`src/rtl/uart_tx.sv`:
```
// UART transmitter: one byte per valid/ready handshake, sent LSB-first with optional parity
// and one or two stop bits. The serial line is a registered output, idle high.
module uart_tx #(
    parameter int CLK_FREQ  = 50_000_000,
    parameter int BAUD      = 9600,
    parameter int PARITY    = 0,
    parameter int STOP_BITS = 1
) (
    input  logic       clk,
    input  logic       rst,
    input  logic [7:0] tx_data,
    input  logic       tx_valid,
    output logic       tx_ready,
    output logic       tx_uart,
    output logic       tx_busy,
    output logic       tx_done
);

    localparam int                BIT_CNT   = CLK_FREQ / BAUD;
    localparam int                BAUD_W    = (BIT_CNT > 1) ? $clog2(BIT_CNT) : 1;
    localparam logic [BAUD_W-1:0] BAUD_LAST = BAUD_W'(BIT_CNT - 1);
    localparam logic [3:0]        STOP_END  = 4'(STOP_BITS);

    typedef enum logic [2:0] {
        S_IDLE,
        S_START,
        S_DATA,
        S_PARITY,
        S_STOP
    } state_t;

    state_t            state, state_n;
    logic [BAUD_W-1:0] baud_cnt, baud_cnt_n;
    logic [3:0]        bit_cnt, bit_cnt_n;
    logic [7:0]        shift_reg, shift_reg_n;
    logic              parity_bit, parity_bit_n;
    logic              line_n;
    logic              done_n;
    logic              accept;
    logic              baud_wrap;

    assign accept    = tx_valid && (state == S_IDLE);
    assign baud_wrap = (baud_cnt == BAUD_LAST);
    assign tx_ready  = (state == S_IDLE);
    assign tx_busy   = (state != S_IDLE);

    always_comb begin
        // NOTE: every signal written here gets a default first, so no path can infer a latch.
        state_n      = state;
        baud_cnt_n   = baud_wrap ? '0 : baud_cnt + 1'b1;
        bit_cnt_n    = bit_cnt;
        shift_reg_n  = shift_reg;
        parity_bit_n = parity_bit;
        line_n       = 1'b1;
        done_n       = 1'b0;

        unique case (state)
            S_IDLE: begin
                baud_cnt_n = '0;
                bit_cnt_n  = '0;
                if (accept) begin
                    state_n      = S_START;
                    shift_reg_n  = tx_data;
                    parity_bit_n = (PARITY == 1) ? ~^tx_data : ^tx_data;
                end
            end

            S_START: begin
                line_n = 1'b0;
                if (baud_wrap) begin
                    state_n = S_DATA;
                end
            end

            S_DATA: begin
                line_n = shift_reg[0];
                if (baud_wrap) begin
                    shift_reg_n = {1'b0, shift_reg[7:1]};
                    if (bit_cnt == 4'd7) begin
                        bit_cnt_n = '0;
                        state_n   = (PARITY != 0) ? S_PARITY : S_STOP;
                    end else begin
                        bit_cnt_n = bit_cnt + 4'd1;
                    end
                end
            end

            S_PARITY: begin
                line_n = parity_bit;
                if (baud_wrap) begin
                    state_n = S_STOP;
                end
            end

            S_STOP: begin
                // The line register trails the state by one cycle, so STOP holds one extra
                // cycle to let the last stop bit finish on the wire before returning to IDLE.
                if (bit_cnt == STOP_END) begin
                    state_n    = S_IDLE;
                    done_n     = 1'b1;
                    baud_cnt_n = '0;
                    bit_cnt_n  = '0;
                end else if (baud_wrap) begin
                    bit_cnt_n = bit_cnt + 4'd1;
                end
            end

            default: begin
                state_n = S_IDLE;
            end
        endcase
    end

    always_ff @(posedge clk) begin
        if (rst) begin
            state      <= S_IDLE;
            baud_cnt   <= '0;
            bit_cnt    <= '0;
            shift_reg  <= '0;
            parity_bit <= 1'b0;
            tx_uart    <= 1'b1;
            tx_done    <= 1'b0;
        end else begin
            // NOTE: non-blocking assignments so every register samples pre-edge values.
            state      <= state_n;
            baud_cnt   <= baud_cnt_n;
            bit_cnt    <= bit_cnt_n;
            shift_reg  <= shift_reg_n;
            parity_bit <= parity_bit_n;
            tx_uart    <= line_n;
            tx_done    <= done_n;
        end
    end

endmodule

```
`config.mk`:
```
export PLATFORM = sky130hd
export DESIGN_NAME = uart_tx
export DESIGN_NICKNAME = d
export VERILOG_FILES = /design/src/rtl/uart_tx.sv
export SDC_FILE = /design/constraint.sdc
export NUM_CORES = 1
export LEC_CHECK = 0
export ABC_AREA = 1
export CORE_MARGIN = 10
export CORE_UTILIZATION = 48
export CTS_BUF_LIST = sky130_fd_sc_hd__clkbuf_2 sky130_fd_sc_hd__clkbuf_4 sky130_fd_sc_hd__clkbuf_8
export CTS_CLUSTER_SIZE = 16
export DETAILED_ROUTE_END_ITERATION = 12
export PLACE_DENSITY = 0.74
export SETUP_SLACK_MARGIN = 0.4
export SLEW_MARGIN = 20
export SYNTH_ARGS = -nofsm -noshare
export SYNTH_HDL_FRONTEND = slang
export SYNTH_SLANG_ARGS = --single-unit
```
`constraint.sdc`:
```
create_clock -name clk -period 3.2 [get_ports clk]
set_input_delay 0.32 -clock clk [delete_from_list [all_inputs] [get_ports clk]]
set_output_delay 0.32 -clock clk [all_outputs]
set_load 0.05 [all_outputs]
```
== Word-level counts from Yosys, hierarchy flattened ==
Index checks and enable logic that the tools add are counted.
Word-level totals
  flip-flop bits (word level): 31
  logic and storage cells: 55
  bits in latches: 0
  memory bits (read-only): 0
  memories: 0
  bits of input ports: 11
  RAM bits: 0
Cells by class
  bitwise gates (word level): 1
  shifts and indexed selects: 0
  $mul: 0
  order comparisons: 0
  mux-type cells: 20
  $add $sub $neg: 2
  div/mod/pow operators: 0
  equality and inequality tests: 14
  reductions and logical operators: 11
Operators with widths (number)
  $mux 13: 2
  $pmux 13 s2: 1
  $mux 3: 6
  $mux 4: 4
  $mux 8: 2
  $pmux 8 s2: 1
  $pmux 3 s5: 1
  $add 13x1->13 const B: 1
  $eq 13x13->1 const B: 1
  $pmux 4 s3: 1
  $ne 2x2->1 const B: 5
  $reduce_xor 8->1: 1
  $eq 3x2->1 const B: 2
  $reduce_and 3->1: 2
  $reduce_and 6->1: 1
  $reduce_bool 3->1: 2
  $add 4x1->4 const B: 1
  $eq 4x1->1 const B: 1
  $eq 4x3->1 const B: 1
  $eq 3x1->1 const B: 1
  $eq 3x3->1 const B: 1
  $logic_not 3->1: 1
  $ne 3x3->1 const B: 1
  $pmux 1 s3: 1
  7 further kinds: 7

== Longest topological paths before layout ==
Gate-level depths: netlist of the first run.
  depth after elaboration: 4
  depth in mapped cells: 11
  depth with buffers taken out: 11

== Worst setup path after synthesis of the first run ==
Ideal clock, no wire load.
  path type: reg-to-reg
  start point: register baud_cnt[0]
  end point: register shift_reg[0]
  path slack: 1.808 ns
  library setup time: 0.113 ns
  required time: 3.087 ns
  period minus slack after synthesis: 1.392 ns
  data arrival time: 1.279 ns
  cell stages (with the launch flop): 9
  cells stage by stage: dfxtp_1 > ha_1 > nand2_1 > nor2_1 > nand3_4 > nor2_2 > nor2_4 > nor2_1 > nor2_1
Between the ends
  cells in the longest elaborated chain, start to end: 3
Ends and longest elaborated chain
  from (decl): line 33  | logic [BAUD_W-1:0] baud_cnt, baud_cnt_n;
  from (signal assigned): line 126  | baud_cnt <= baud_cnt_n;
  $eq 13x13->1: line 43  | assign baud_wrap = (baud_cnt == BAUD_LAST);
  $ne 2x2->1 (no line)
  $reduce_and 3->1 (no line)
  to (signal assigned): line 128  | shift_reg <= shift_reg_n;
  to (decl): line 35  | logic [7:0] shift_reg, shift_reg_n;
No other way between the ends.
A chain may end at the register's enable or synchronous reset.

== Final worst setup path of the first run ==
  start point: register state[1]
  end point: output port tx_ready
Between the ends
  cells in the longest elaborated chain, start to end: 1
Ends and longest elaborated chain
  from (decl): line 32  | state_t state, state_n;
  from (signal assigned): line 125  | state <= state_n;
  $logic_not 3->1: line 44  | assign tx_ready = (state == S_IDLE);
  to (decl): line 13  | output logic tx_ready,
No other way between the ends.

==> flow_summary_export.csv, run 1 <==
group,metric,value,unit
run_status,status,"finished clean",
synth,syn_nets,273,
timing,fmax,461,MHz
layout,nNetsFinal,291,
synth,synth_top_cells_by_area,"dfxtp_1 34%, nand2_1 13%, nor2_1 7.6%",
drt,wire_per_inst,10.7,µm
power_and_ir_drop,ir_worst_vdd,0.775,mV
synth,synth_edf_count,0,
synth,syn_area,0.00183,mm²
die,initial_core_util,0.497,
drt,drt_iter0_markers,82,
placed_design,post_dp_cell_area,0.00201,mm²
timing,clock_skew,8.35,ps
power_and_ir_drop,p_leak,0.885,nW
synth,ys_async_sr_fraction,0,
die,design.core.area,0.00369,mm²
critical_path,cp_max_fo,5,
grt,grt_max_degree,15,
critical_path,cp-start-kind,"flip-flop",
critical_path,path_cells,"inv_2 > nand2_4 > inv_4 > nand2_4 > inv_4 > clkdlybuf4s50_1",
worst_hold_path,hold_class,"reg2reg",
synth,ys_types,33,
clocking,cts.sinks,31,
timing,tightest_slew,513,ps
clocking,cts_tree,"done",
clocking,post_cts_buffers,0,
run,cap_viol_max_count,0,
critical_path,end_kind,"primary output",
critical_path,cp.arrival,1850,ps
critical_path,cp-endpoint,"tx_ready",
timing,period_needed,2170,ps
grt,grt_usage,0.118,
critical_path,startpoint,"state[1]",
critical_path,r2r_end,"bit_cnt[1]",
timing,setup_tns,0,ps
drt,drt-total-wl,3490,µm
timing,setup_viol,0,
grt,antenna_found_initial,0,
synth,synth_top_area_share,0.339,
critical_path,reg2reg_from,"baud_cnt[0]",
synth,yosysTopAreaCell,"dfxtp_1",
critical_path,crit_family,"buffers and inverters",
clocking,clkTransAtPathRegs,70,ps
synth,ys_warn_count,0,
layout,areaGrowthSynthToFinish,14.6,%
power_and_ir_drop,power_density,832,mW/mm²
grt,grt.overflow.total,0,
layout,largest_register_ffs,13,
drt,drt_drc_violations_left,0,
synth,ys_dominant_reg_cell,"dfxtp_1",
critical_path,cp.depth,6,
layout,final_layout_size_suffix_gt1_frac,0.162,
synth,yosysMostFrequentCell,"nand2_1",
timing,rsz0062_at_grt,"false",
clocking,cts-resized-gates,0,
clocking,htreeDepth,2,
synth,synthCells,258,
grt,grt_pass1_vias,1502,
timing,min_period_over_period,0.677,
placed_design,port_buffers,14,
timing,whs,476,ps
drt,dr.pass1.iters,4,
timing,slew_violations,0,
critical_path,rrSetupSlack,1650,ps
critical_path,slowest_stage,"clkdlybuf4s50_1",
layout,fin_util,0.569,
layout,antenna_cells,0,
die,fp.dieH,81.8,µm
layout,stdcell_area,0.00210,mm²
timing,hold_viol,0,
die,rows,22,
synth,yosysSeqAreaShare,0.339,
critical_path,required,2880,ps
clocking,clk_latency,300,ps
drt,vias_per_cell,4.82,
critical_path,critPathKind,"reg2out",
drt,ant_nets,0,
clocking,clk_path_buf_depth,2,
placed_design,globalplace.congestion,0.778,
die,fp.dieW,81.8,µm
synth,ys_top_cells_by_count,"63 x nand2_1, 37 x nor2_1, 31 x dfxtp_1",
critical_path,worst_r2r_path_depth,9,
clocking,clockRootBuffer,"clkbuf_8",
power_and_ir_drop,power,0.00175,W
die,dieArea,0.00669,mm²
layout,nFillCells,368,
grt,grt_pass1_wl,6270,µm
critical_path,critPathBufInv,4,
synth,ys_ff_latch,31,
synth,syn_area_per_cell,7.10,µm²
placed_design,place_hpwl,2720,µm
clocking,postCtsHoldBufs,0,
timing,max_slew_margin,0.657,
clocking,cts_buffers,5,
drt,vias,1568,
critical_path,crit_path_max_incr_delay,810,ps
die,num_io_pins,15,
cell usage in the layout, fill, tap and decap left out, drive strengths merged:
master / instances
nand2: 71
nor2: 50
inv: 32
dfxtp: 31
nand3: 23
clkdlybuf4s50: 14
o21ai: 9
xor2: 8
clkbuf: 7
a21oi: 6
nor3: 6
xnor2: 5
ha: 4
nand3b: 2
nor3b: 2
nand4: 2
a31oi: 1
or2: 1
nor4: 1
o21a: 1
clkinv: 1
metrics by stage:
stage               cells  setup WS, ps
CTS                   325          1020
finish                325          1030
floorplan             258          1810
global route          325           922
detailed placement    317          1310
global placement      317          1360
final cells by class:
type | instances | area, µm² | area share
Clock buffer | 7 | 83.8 | 0.0399
Clock inverter | 1 | 5.00 | 0.00238
Inverter | 32 | 125 | 0.0596
Multi-Input combinational cell | 192 | 1060 | 0.507
Sequential cell | 31 | 621 | 0.296
Tap cell | 48 | 60.1 | 0.0286
Timing Repair Buffer | 14 | 140 | 0.0667
routing by layer:
| layer | GRT usage | up-vias | wire length, µm |
|---|---|---|---|
| met5 | 0 | - | 0 |
| met4 | 0.0612 | 0 | 58 |
| met3 | 0.0317 | 9 | 147 |
| met2 | 0.190 | 20 | 1590 |
| met1 | 0.141 | 692 | 1690 |
| li1 | - | 847 | - |
worst reg2reg max path: stages, from the launching register on:
cell and delay (ps):
dfxtp_1 390, ha_1 200, nand2_1 60, nor2_1 250, nand3_4 150, nand2_4 140, nand2_2 70, nand2_1 80
nand2_1 50, nor2_1 100
report_power, final:
part	internal, W	switching, W
clock network	0.000169	0.000147
registers	0.000468	0.0000540
logic	0.000298	0.000611
total	0.000935	0.000811
cells by family after synthesis:
| logic type | synth area share |
|---|---|
| flip-flops | 0.339 |
| AO/OA/AOI/OAI | 0.0505 |
| AND/OR/NAND/NOR | 0.441 |
| buffers and inverters | 0.0799 |
| adder cells (fa/ha/maj) | 0.0273 |
| XOR/XNOR | 0.0622 |
how the worst min path moves through the flow:
stage | startpoint | to | slack [ps] | depth (start not counted)
6_report | baud_cnt[0] | baud_cnt[0] | 480 | 1
4_1_cts | baud_cnt[0] | baud_cnt[0] | 480 | 1
2_1_floorplan | rst | bit_cnt[2] | 390 | 1
5_1_grt | baud_cnt[0] | baud_cnt[0] | 510 | 1
3_3_place_gp | baud_cnt[0] | baud_cnt[0] | 460 | 1
3_5_place_dp | baud_cnt[0] | baud_cnt[0] | 460 | 1
Power figures use the tool's default switching activity.
==> run 2: changes to the inputs <==
- PLACE_DENSITY: 0.74 -> 0.77
- clock period: 3.2 -> 1.92 ns (I/O delays scaled with it)
==> run 2 against run 1 <==
Net effect: combinational power is 82% higher; count of clock-buffer cells in the layout is 1 higher; critical endpoint unchanged; routed wire length is 5.2% higher; clock power is 83% higher; largest cell class unchanged; sequential cell count stayed put; global-route usage is 0.59 points lower; first-iteration DRC count is 13% lower; die area stayed put; cell count is 3.1% higher.
==> flow_summary_export.csv, run 2 (synthesized netlist as in run 1, its figures left out) <==
group,metric,value,unit
critical_path,r2r_end,"baud_cnt[12]",
drt,drt_iter0_markers,71,
die,fp.dieW,81.8,µm
worst_hold_path,hold_class,"reg2reg",
clocking,htreeDepth,2,
layout,stdcell_count,335,
grt,grt_pass1_vias,1518,
clocking,postCtsHoldBufs,0,
layout,stdcell_area,0.00224,mm²
layout,layout_common_cells,"62 x nand2_1, 34 x nor2_1, 27 x dfxtp_1",
clocking,clkTransAtPathRegs,70,ps
drt,vias_per_cell,4.89,
die,num_io_pins,15,
critical_path,reg2reg_from,"baud_cnt[0]",
timing,slew_violations,0,
die,rows,22,
power_and_ir_drop,power_density,1390,mW/mm²
grt,antenna_found_initial,0,
timing,period_needed,1440,ps
timing,clock_skew,4.55,ps
critical_path,cp.arrival,1250,ps
layout,layout_commonest_cell,"nand2_1",
layout,fin_util,0.607,
timing,hold_viol,0,
critical_path,rrSetupSlack,480,ps
timing,setup_tns,0,ps
worst_hold_path,holdPathEnd,"baud_cnt[0]",
layout,areaGrowthSynthToFinish,22.2,%
power_and_ir_drop,p_leak,0.964,nW
grt,grt_pass1_wl,6040,µm
timing,min_period_over_period,0.751,
die,fp.dieH,81.8,µm
drt,wire_per_inst,11.0,µm
placed_design,place_hpwl,2620,µm
die,design.core.area,0.00369,mm²
timing,setup_viol,0,
placed_design,post_dp_cell_area,0.00202,mm²
timing,whs,439,ps
drt,drt-total-wl,3670,µm
layout,largest_register_ffs,13,
critical_path,end_kind,"primary output",
critical_path,cp-start-kind,"flip-flop",
worst_hold_path,worstHoldStart,"baud_cnt[0]",
grt,grt.overflow.total,0,
run,cap_viol_max_count,0,
die,initial_core_util,0.497,
drt,ant_nets,0,
layout,nFillCells,333,
placed_design,port_buffers,14,
timing,tightest_slew,495,ps
drt,vias,1639,
placed_design,globalplace.congestion,0.812,
grt,grt_usage,0.112,
placed_design,dp.cells,319,
grt,grt_max_degree,15,
run_status,status,"finished clean",
critical_path,worst_r2r_path_depth,6,
power_and_ir_drop,ir_worst_vdd,1.48,mV
layout,final_layout_size_suffix_gt1_frac,0.237,
critical_path,critPathKind,"reg2out",
clocking,clk_path_buf_depth,2,
timing,max_slew_margin,0.670,
critical_path,cp_max_fo,5,
critical_path,startpoint,"state[1]",
layout,nNetsFinal,301,
clocking,clockRootBuffer,"clkbuf_8",
clocking,clk_latency,280,ps
timing,rsz0062_at_grt,"true",
layout,antenna_cells,0,
critical_path,required,1730,ps
worst_hold_path,min_path_cells,1,
clocking,cts_buffers,5,
clocking,cts.sinks,31,
clocking,cts_tree,"done",
die,dieArea,0.00669,mm²
drt,dr.pass1.iters,4,
drt,drt_drc_violations_left,0,
timing,fmax,694,MHz
==> run 2: cell types whose count changed in the layout (fill, tap and decap cells not counted), moves of 4 or more <==
cell             previous run  this run
buf_4                       0        11
clkdlybuf4s50_1            14        10
dfxtp_1                    31        27
dfxtp_2                     0         4
==> run 2: what timing repair did <==
action	CTS	global route
endpoints found under the hold margin	0	0
pin swaps	0	4
endpoints found under the setup margin	16	25
gates resized for setup	3	12
buffers inserted	0	8
==> run 2: layer usage <==
| metal | wire length, µm | share of wire | track usage |
|---|---|---|---|
| met1 | 1670 | 0.45 | 0.128 |
| met2 | 1850 | 0.50 | 0.190 |
| met3 | 99 | 0.027 | 0.0273 |
| met4 | 61 | 0.017 | 0.0561 |
| met5 | 0 | 0 | 0 |
==> run 2: area by class of cell <==
type                       count  area, µm²  area share
tap                           48       60.1      0.0268
sequential                    31        626       0.279
multi-input combinational    192       1100       0.493
inverter                      32        125      0.0559
timing repair buffer          24        220      0.0984
clock buffer                   8        104      0.0464
==> run 2: critical path: stages, from the launching register on <==
cell and delay, ps:
dfxtp_1 350, inv_2 100, nand2_4 80, inv_4 90
nand2_4 70, inv_4 90, buf_4 200
==> run 2: per-stage QoR <==
stage,power [W],setup WS (ps)
2_1_floorplan,0.00210,528
3_3_place_gp,0.00236,453
3_5_place_dp,0.00239,389
4_1_cts,0.00297,419
5_1_grt,0.00336,366
6_report,0.00311,478
==> run 2: report_power, final <==
group,switching (W),internal [W]
sequential,0.0000903,0.000787
combinational,0.00107,0.000589
clock,0.000236,0.000341
==> run 2: how the worst max path moves through the flow <==
| stage | slack (ps) | end | depth (start not counted) |
|---|---|---|---|
| 2_1_floorplan | 530 | shift_reg[0] | 8 |
| 3_3_place_gp | 450 | state[0] | 8 |
| 3_5_place_dp | 390 | state[0] | 8 |
| 4_1_cts | 420 | baud_cnt[12] | 6 |
| 5_1_grt | 370 | shift_reg[0] | 8 |
| 6_report | 480 | tx_ready | 6 |
